--- src/rtl/uparc_muldiv.sv ---
// Iterative MIPS-style multiply/divide unit owning the HI/LO registers.
// One shift-add or restoring shift-subtract step per cycle, then a single sign-fix cycle.
module uparc_muldiv #(
    parameter int WIDTH = 32
) (
    input  logic             clk,
    input  logic             nrst,
    input  logic             start,
    input  logic [2:0]       op,
    input  logic [WIDTH-1:0] rs,
    input  logic [WIDTH-1:0] rt,
    output logic             busy,
    output logic             done,
    output logic [WIDTH-1:0] hi,
    output logic [WIDTH-1:0] lo
);

    typedef enum logic [1:0] {IDLE, RUN, FIX} state_t;

    localparam int            CW   = $clog2(WIDTH) + 1;
    localparam logic [CW-1:0] LAST = CW'(WIDTH - 1);

    state_t             state, state_next;
    logic [CW-1:0]      counter;
    logic [2*WIDTH-1:0] acc;
    logic [WIDTH-1:0]   opnd;
    logic               is_div;
    logic               neg_q;
    logic               neg_r;

    logic               signed_op;
    logic               rs_neg, rt_neg;
    logic [WIDTH-1:0]   rs_mag, rt_mag;
    logic [WIDTH:0]     mul_sum;
    logic [WIDTH:0]     rem_sh;
    logic               div_fits;
    logic [WIDTH-1:0]   div_sub;
    logic [2*WIDTH-1:0] step_acc;
    logic [2*WIDTH-1:0] prod_fix;
    logic [WIDTH-1:0]   quot_fix, rem_fix;

    // Signed ops iterate on magnitudes; the result signs are re-applied in FIX.
    assign signed_op = ~op[0];
    assign rs_neg    = signed_op & rs[WIDTH-1];
    assign rt_neg    = signed_op & rt[WIDTH-1];
    assign rs_mag    = rs_neg ? -rs : rs;
    assign rt_mag    = rt_neg ? -rt : rt;

    // Multiply keeps {partial, multiplier} in acc; divide keeps {remainder, dividend/quotient}.
    assign mul_sum  = {1'b0, acc[2*WIDTH-1:WIDTH]} + (acc[0] ? {1'b0, opnd} : '0);
    assign rem_sh   = acc[2*WIDTH-1:WIDTH-1];
    assign div_fits = rem_sh >= {1'b0, opnd};
    assign div_sub  = rem_sh[WIDTH-1:0] - opnd;

    assign step_acc = !is_div ? {mul_sum, acc[WIDTH-1:1]} :
                      div_fits ? {div_sub, acc[WIDTH-2:0], 1'b1} :
                                 {rem_sh[WIDTH-1:0], acc[WIDTH-2:0], 1'b0};

    assign prod_fix = neg_q ? -acc : acc;
    assign quot_fix = neg_q ? -acc[WIDTH-1:0] : acc[WIDTH-1:0];
    assign rem_fix  = neg_r ? -acc[2*WIDTH-1:WIDTH] : acc[2*WIDTH-1:WIDTH];

    // NOTE: sequential state uses non-blocking assignments so every register samples pre-edge values.
    always_ff @(posedge clk) begin
        if (!nrst) state <= IDLE;
        else       state <= state_next;
    end

    // NOTE: defaults first, so no path through the case leaves an output unassigned (no latches).
    always_comb begin
        state_next = state;
        busy       = (state != IDLE);
        case (state)
            IDLE:    if (start && !op[2]) state_next = RUN;
            RUN:     if (counter == LAST) state_next = FIX;
            FIX:     state_next = IDLE;
            default: state_next = IDLE;
        endcase
    end

    always_ff @(posedge clk) begin
        if (!nrst) begin
            hi      <= '0;
            lo      <= '0;
            done    <= 1'b0;
            counter <= '0;
        end else begin
            done <= 1'b0;
            case (state)
                IDLE: begin
                    if (start) begin
                        case (op)
                            3'd4:    hi <= rs;
                            3'd5:    lo <= rs;
                            3'd0, 3'd1, 3'd2, 3'd3: counter <= '0;
                            default: ;
                        endcase
                    end
                end
                RUN: counter <= counter + 1'b1;
                FIX: begin
                    done <= 1'b1;
                    if (is_div) begin
                        hi <= rem_fix;
                        lo <= quot_fix;
                    end else begin
                        {hi, lo} <= prod_fix;
                    end
                end
                default: ;
            endcase
        end
    end

    // NOTE: working registers are not reset; every accept reloads them before they are read.
    always_ff @(posedge clk) begin
        if (state == IDLE && start && !op[2]) begin
            is_div <= op[1];
            neg_q  <= rs_neg ^ rt_neg;
            if (op[1]) begin
                opnd  <= rt_mag;
                acc   <= {{WIDTH{1'b0}}, rs_mag};
                neg_r <= rs_neg;
            end else begin
                opnd  <= rs_mag;
                acc   <= {{WIDTH{1'b0}}, rt_mag};
                neg_r <= 1'b0;
            end
        end else if (state == RUN) begin
            acc <= step_acc;
        end
    end

endmodule

--- config.mk ---
export PLATFORM = sky130hd
export DESIGN_NAME = uparc_muldiv
export DESIGN_NICKNAME = d
export VERILOG_FILES = /design/src/rtl/uparc_muldiv.sv
export SDC_FILE = /design/constraint.sdc
export NUM_CORES = 1
export LEC_CHECK = 0
export CAP_MARGIN = 20
export CORE_MARGIN = 10
export CORE_UTILIZATION = 55
export DETAILED_ROUTE_END_ITERATION = 6
export PLACE_DENSITY = 0.77
export SYNTH_ARGS = -nofsm -noshare
export SYNTH_HDL_FRONTEND = slang
export SYNTH_SLANG_ARGS = --single-unit
export TNS_END_PERCENT = 50
--- constraint.sdc ---
create_clock -name clk -period 5 [get_ports clk]
set_input_delay 1 -clock clk [delete_from_list [all_inputs] [get_ports clk]]
set_output_delay 1 -clock clk [all_outputs]
set_load 0.01 [all_outputs]
==> summary by stage, run 1 <==
Final layout
The total of fill cells in the finished design is 2229. The fraction of layout cells with a size suffix above 1 is 4.68%. The number of cells in the finished layout apart from fillers is 2214.

The final net count is 2007. From synthesis to final layout, the design area changed by 15.2%. The total inserted antenna cells is 0.

The finished cells cover 16800 um2.

Synth
After synthesis, the share of flip-flops with an asynchronous set or reset is 0%. The fraction of post-synthesis cell area in the top cell type by area is 20.4%. Among all flip-flop cells after synthesis, the most frequent one is edfxtp_1.

The synthesized net count is 1924. Yosys instantiated no cell more often than a21oi_1. Yosys attributes the largest share of cell area to edfxtp_1 (20%), dfxtp_1 (10%), a21oi_1 (6.6%). By count the netlist is led by a21oi_1 (192), nor2_1 (183), nand2_1 (141), edfxtp_1 (99), clkbuf_1 (91).

The number of synthesized flops with an enable pin is 99. After synthesis the cells add up to 14600 um2. The share of synthesized area occupied by flip-flops and latches is 30.4%. Counting every instance in the synthesized netlist gives 1783. The cell type contributing the most total cell area after synthesis is edfxtp_1.

The Yosys step of the flow raised 0 warnings. Synthesis inferred 172 register bits. In this run, distinct cell masters in the synthesized netlist total 76. The average instance in the mapped netlist occupies 8.18 um2.

Run status
The run finished, with violations left. The checks that failed: DRC.

Placement
After legalization and detailed placement, the total HPWL measured 39600 um. In this run, placement finished with an instance count of 2181. The final weighted congestion of routability-driven global placement is 1.01. In this run the tool buffered the top-level ports with 135 buffer cells.

Summing all placed instances gives a cell area of 16200 um2. The post-placement worst setup slack is 0.845 ns.

Setup path
The signal on the critical path passes through ha_1, nor2b_1, o31a_1, o31ai_1, a21oi_1, or3_1, a2111oi_0, buf_4, nor3b_1, or3b_1, a31oi_1. The worst-path maximum fanout is 10. Data arrives at the worst endpoint at 4.22 ns.

The reg-to-reg critical path startpoint is acc[33]. The endpoint identified for the worst register-to-register timing path is acc[60]. The worst register-to-register path has a setup slack of 1.07 ns. The category of the most critical setup path is flop to flop. STA classifies the critical path startpoint as a flop. The data required time at the worst endpoint is 5.29 ns. The largest single stage delay on the critical path is 0.59 ns. The endpoint class of the critical path is a flop. The cell at the slowest stage of the critical path is edfxtp_1. The depth of the worst register-to-register path is 11.

Min path
In this run the most critical hold path is launched from hi[9]. The path with the worst hold slack has its endpoint at hi[9]. The class of the worst hold path is flop to flop.

The worst hold path was traced through 2 stages.

STA
Setup repair after global routing left no endpoint under its margin. The max-slew violation count is 0. Setup violations remaining at the end of the flow were counted as 0. The final worst setup slack is 1.07 ns.

The count of endpoints failing hold in the final timing report came to 0. The shortest period the worst path allows is 3.93 ns. For the final routed database, the setup TNS stands at 0 ns.

The worst slew margin relative to its limit is 40.7%. At the pin with the least slew margin, the transition time is 0.890 ns. For this run, the top clock speed supported by timing is 255 MHz.

Clock skew on the completed layout was measured at 0.0122 ns. In the finished design, the share of the clock period the worst path needs comes to 78.5%.

Global routing
The number of global-route vias before repair was 13.5k. The total overflow left after global routing is 0. Entering global routing, the biggest net connects 85 pins. The global-route total usage across every layer is 29.9%. The global-route wire length before repair is 79000 um. The number of antenna violations at the first check in global routing is 0.

Route
The detailed-route wire length is 52000 um. In this run, the number of DRC markers left after iteration 0 of detailed routing was 1535. The remaining antenna violation count after routing is 0. After detailed routing, the average wire length per cell comes to 23.5 um.

Dividing the detail-routed via count by the number of cells gives 6.58. The first detailed-routing pass took 7 iterations. The number of remaining DRC errors is 7. The overall via count from detail_route is 14.6k.

Floorplan
The floorplan step set the die width to 183 um. In this run the count of I/O pins placed on the die edge is 136. The initial standard-cell utilization of the core is 56.0%. In this run the vertical extent of the chip is 183 um. After floorplanning, the core was sized to cover 26100 um2. The number of standard-cell rows in the floorplan is 59. The floorplan die area is 33400 um2.

Clock network
The clock tree from TritonCTS is yes. The maximum clock path buffer count is 2. Post-CTS repair changed the size of 0 cells. The number of clock buffers added by TritonCTS is 17. The post-CTS setup buffer count is 0. For the worst-skew pair, the clock arrives at the later sink with an insertion delay of 0.45 ns. The number of sinks driven by the clock tree is 172.

The quantity of hold-fixing buffers added after cts is 0. The tree is rooted in a clkbuf_16. The clock slew seen by the registers of the worst setup and hold paths is 0.08 ns. The H-tree was split into 4 levels.

Power and ir drop
Power spread over the standard cell area amounts to 305 nW/um2. The worst-case vdd ir drop is 183 uV. The leakage power is 6.58 nW.

Run
The count of max-cap constraint violations is 0.
worst max-delay path: cells and delay by family (launching register included):
family,cells,cell delay (ns)
flops,1,0.59
fa+ha+maj,1,0.43
buf+inv,1,0.21
simple gates,4,1.00
compound gates,5,1.54
metrics by stage:
step | power [W] | hold slack [ns] | utilization [%]
floorplan | 0.00313 | 0.479 | -
global placement | 0.00370 | 0.450 | 62.2
detailed placement | 0.00373 | 0.449 | 62.2
CTS | 0.00507 | 0.459 | 64.4
global route | 0.00534 | 0.489 | 64.5
finish | 0.00512 | 0.457 | 64.5
kinds of logic after synthesis:
group           after synthesis  share of synthesized area (%)
simple gates                573                           19.0
compound gates              543                           23.7
flops                       172                           30.4
xor+xnor                    167                           10.0
buf+inv                     164                           4.23
mux                          93                           6.43
fa+ha+maj                    71                           6.19
cell type report:
class	instances	area, um2	share of cell area (%)
Clock buffer	18	429	2.55
Multi-Input combinational cell	1447	9550	56.8
Clock inverter	14	135	0.804
Timing Repair Buffer	165	1600	9.55
Tap cell	335	419	2.49
Inverter	63	236	1.41
Sequential cell	172	4430	26.4
where the power goes:
part           switching (W)  total (W)  internal [W]
clock network       0.000693    0.00135      0.000661
registers           0.000216    0.00187       0.00166
logic                0.00112    0.00189      0.000778
placed cells by master (no fill, tap or decap), types with 17 or more instances in the layout:
master and n:
xor2_1 88, o211ai_1 21, ha_1 69, nor3_1 48, nand2_1 140, clkbuf_16 17
a21oi_1 192, nor2b_1 50, nor2_1 182, a21o_1 26, buf_4 27, xnor2_1 79
o21ai_1 22, nand3_1 28, dfxtp_1 73, o21ai_0 79, inv_1 60, clkdlybuf4s50_1 133
or4_1 17, mux2i_1 88, or3_1 19, edfxtp_1 99, a211oi_1 56, o31ai_1 26
and3_1 19
flip-flops by register name, indices dropped and copies added (netlist names), 2 cells and up:
name,flops
opnd,32
hi,32
acc,64
lo,32
counter,6
state,2
worst max path at each step:
stage / startpoint / end / cells after the start
2_1_floorplan: acc[0] / acc[63] / 13
3_3_place_gp: rs[12] / acc[23] / 10
3_5_place_dp: rs[5] / acc[24] / 10
4_1_cts: acc[33] / acc[60] / 11
5_1_grt: acc[0] / acc[63] / 14
6_report: acc[33] / acc[60] / 11
per-layer routing:
layer  vias up  share of wire, %  track usage (%)
met5         -                 0                0
met4         0               6.3             17.4
met3       178               9.5             6.18
met2       810                44             46.0
met1      6874                40             38.3
li1       6701                 -                -
Power figures use the tool's default switching activity.
==> inputs of run 2 (changes only) <==
--- a/config.mk
+++ b/config.mk
@@ -7,9 +7,9 @@
 export LEC_CHECK = 0
 export CAP_MARGIN = 20
 export CORE_MARGIN = 10
-export CORE_UTILIZATION = 55
+export CORE_UTILIZATION = 54
 export DETAILED_ROUTE_END_ITERATION = 6
-export PLACE_DENSITY = 0.77
+export PLACE_DENSITY = 0.79
 export SYNTH_ARGS = -nofsm -noshare
 export SYNTH_HDL_FRONTEND = slang
 export SYNTH_SLANG_ARGS = --single-unit
==> constraint.sdc (replaced) <==
create_clock -name clk -period 3.4 [get_ports clk]
set_input_delay 0.68 -clock clk [delete_from_list [all_inputs] [get_ports clk]]
set_output_delay 0.68 -clock clk [all_outputs]
set_load 0.01 [all_outputs]
==> run 2 against run 1 <==
Via count is 6.0% higher. Sequential power rose by 39%. First-iteration DRC count up 24%. The run now ends clean. Global-route usage rose by 1.9 points. Register-to-register slack got worse by 1.0 ns. Cell area increased by 12%. Hold slack better by 0.0024 ns. Critical endpoint is now acc[61]. Largest cell class unchanged. Clock skew grew 0.0053 ns. Critical path type unchanged.
==> summary by stage, run 2 (same netlist as run 1, synthesis figures left out) <==
Clock network
The clock tree from TritonCTS is yes. The number of buffers added by the clock tree synthesis step is 17 (unchanged). The H-tree depth reported by CTS is 4 (unchanged). The quantity of hold-fixing buffers added after cts is 0 (unchanged). The clock slew seen by the registers of the worst setup and hold paths is 0.08 ns (about the same). The number of sinks driven by the clock tree is 172 (unchanged).

The maximum clock path buffer count is 2 (unchanged). The clock latency on the worst-skew pair is 0.45 ns (about the same). The cell at the root of the clock tree is clkbuf_16.

Final layout
The final net count came to 2225 (+11%). The fraction of layout cells with a size suffix above 1 came to 16.7% (+12 points). The area growth from synthesis to layout is 29.0%. The flip-flop count of the largest register, all copies and words added is 64 (unchanged). The library cells used most frequently in the layout, excluding fill and tap cells, are buf_4 (237), a21oi_1 (186), nor2_1 (178). The total inserted antenna cells is 0 (unchanged). The register with the most flip-flops is acc. The total of fill cells in the finished design is 2137 (-4.1%). The library cell used most frequently in the layout, excluding fill and tap cells, is buf_4.

The number of cells in the finished layout apart from fillers came to 2438 (+10%).

Power and ir drop
The worst-case vdd ir drop was 362 uV (+98%). The leakage power was 7.71 nW (+17%). The total power density per cell area was 434 nW/um2 (+42%).

STA
The share of the cycle needed by the critical path after routing is 98.2% (+20 points). The final number of setup-violating endpoints was 0 (unchanged). The worst slew margin relative to its limit came to 32.4% (-8.3 points). The setup TNS after final layout was 0 ns (unchanged). The maximum clock rate is 299 MHz (+18%). The max-slew violation count is 0 (unchanged). The count of endpoints failing hold in the final timing report is 0 (unchanged). The transition at the pin with the smallest max-transition slack is 1.01 ns (+0.125 ns). The setup skew after layout is 0.0175 ns (+0.00533 ns). Setup repair after global routing could not meet its margin everywhere.

The final hold slack came to 0.460 ns (+0.00240 ns). The shortest period the worst path allows is 3.34 ns (-0.588 ns).

Floorplan
The x dimension of the die is 184 um (+0.82%). The number of standard-cell rows in the floorplan is 60 (+1.7%). The floorplan die area is 34000 um2 (+1.6%). The standard cell core area is 26800 um2 (+2.8%). The initial standard-cell utilization of the core was 54.4% (-1.5 points).

The count of boundary I/O pins is 136 (unchanged). The chip height is 184 um (+0.82%).

Setup path
Among cell families on the critical path, the largest total delay comes from compound AO/OA/AOI/OAI gates. The depth of the worst register-to-register path is 15 (+4). The endpoint class of the critical path is a flop. The worst-path maximum fanout came to 3 (-7). The total stage count of the critical path is 15 (+4). The critical path buffer and inverter count came to 3 (+2). The data required time at the worst endpoint is 3.68 ns (-1.61 ns).

The type of origin of the critical path is a flop. The most numerous cell type found on the critical path is buf_4. The reg2reg setup slack is 0.06 ns (-1.01 ns). The data arrival time of the critical path is 3.62 ns (-0.60 ns). The category of the most critical setup path is flop to flop.

In this run the critical register-to-register path is launched from acc[0]. The critical path goes through and2_4, ha_4, fa_2, a21oi_4, o21ai_2, o211ai_1, buf_4, a31oi_4, a31oi_1, buf_4, o311ai_4, a21bo_2, buf_6, xnor2_2, a221oi_2. In this run the critical register-to-register path is captured at acc[61]. The delay of the slowest cell on the worst path is 0.44 ns (-0.15 ns). The cell at the slowest stage of the critical path is edfxtp_1.

Route
The remaining antenna violation count after routing is 0 (unchanged). The detailed-route wire length is 55700 um (+7.1%). The count of routing violations after the opening detailed-route iteration came to 1909 (+24%). The overall via count from detail_route is 15.4k (+6.0%).

The first-pass iteration count of the detailed router is 7 (unchanged). The average wire length per cell after detail routing is 22.8 um (-2.8%). The number of remaining DRC errors was 0 (-7).

The average vias per placed instance was 6.33 (-3.8%).

Placement
The final weighted congestion of routability-driven global placement is 0.990 (-2.0%). The number of input and output port buffers inserted is 135 (unchanged). The number of placed instances with taps included was 2392 (+9.7%). The placed wire-length estimate after detailed placement was 43100 um (+8.8%).

Run
The count of max-cap constraint violations is 0 (unchanged).

Global routing
The number of antenna violations at the first check in global routing is 3 (+3). The maximum number of pins on one net before global-route repair was 85 (unchanged). The remaining global-route overflow was 0 (unchanged). The number of global-route vias before repair is 14.6k (+8.0%). The global-route total usage across every layer was 31.9% (+1.9 points). The global-route wire length before repair is 83900 um (+6.2%).

Min path
The worst min-delay path startpoint is hi[17]. The class of the worst hold path is flop to flop. The worst hold path terminates at hi[17]. The hold-critical path depth is 2 (unchanged).

Run status
The run finished with clean final reports.
[run 2: worst max-delay path by stage]
stage	startpoint	end
detailed placement	acc[0]	acc[63]
global route	acc[0]	acc[63]
finish	acc[0]	acc[61]
CTS	acc[0]	acc[58]
global placement	acc[0]	acc[63]
floorplan	acc[0]	acc[58]
[run 2: where the power goes]
| group | switching [W] | total, W | internal (W) |
|---|---|---|---|
| clock network | 0.00105 | 0.00203 | 0.000983 |
| registers | 0.000156 | 0.00259 | 0.00243 |
| logic | 0.00199 | 0.00354 | 0.00156 |
| total | 0.00319 | 0.00816 | 0.00497 |
[run 2: through the flow]
step	instance area, um2	power [W]	setup WS (ns)	utilization [%]
after floorplan	14600	0.00460	0.0894	-
after global routing	18800	0.00853	-0.0809	70.2
final	18800	0.00816	0.0608	70.2
after global placement	17800	0.00586	-0.280	66.4
after detailed placement	17800	0.00591	-0.386	66.4
after CTS	18500	0.00795	-0.0465	69.0
[run 2: worst register-to-register path: stages, from the launching register on]
cell      delay [ns]
edfxtp_1        0.44
and2_4          0.20
ha_4            0.16
fa_2            0.43
a21oi_4         0.17
o21ai_2         0.10
o211ai_1        0.17
buf_4           0.17
a31oi_4         0.10
a31oi_1         0.22
buf_4           0.17
o311ai_4        0.10
a21bo_2         0.26
buf_6           0.12
xnor2_2         0.12
a221oi_2        0.25
[run 2: repair_timing]
item                       CTS  global route
buffers inserted             3            12
hold endpoints to repair     0             0
setup endpoints to repair   15            30
pin swaps                    4            31
gates resized for setup     19            49
[run 2: metal layers]
layer	up-vias	share of wire [%]	wire [um]	GRT usage (%)
li1	7136	-	-	-
met1	7331	39	21900	39.3
met2	810	47	25900	51.8
met3	149	9.0	4990	6.48
met4	4	5.1	2820	16.0
met5	-	0.040	22	0
[run 2: layout make-up]
type / instances / area (um2) / share of cell area, %
clock buffer: 17 / 425 / 2.26
clock inverter: 15 / 155 / 0.825
inverter: 63 / 236 / 1.26
multi-input combinational: 1447 / 9830 / 52.3
sequential: 172 / 4430 / 23.6
tap: 341 / 427 / 2.27
timing repair buffer: 383 / 3300 / 17.5
==> inputs of run 3 (changes only) <==
--- a/config.mk
+++ b/config.mk
@@ -8,6 +8,7 @@
 export CAP_MARGIN = 20
 export CORE_MARGIN = 10
 export CORE_UTILIZATION = 54
+export CTS_CLUSTER_DIAMETER = 30
 export DETAILED_ROUTE_END_ITERATION = 6
 export PLACE_DENSITY = 0.79
 export SYNTH_ARGS = -nofsm -noshare
==> results of run 3 <==
Final layout, timing and power as in run 2 (identical DEF).
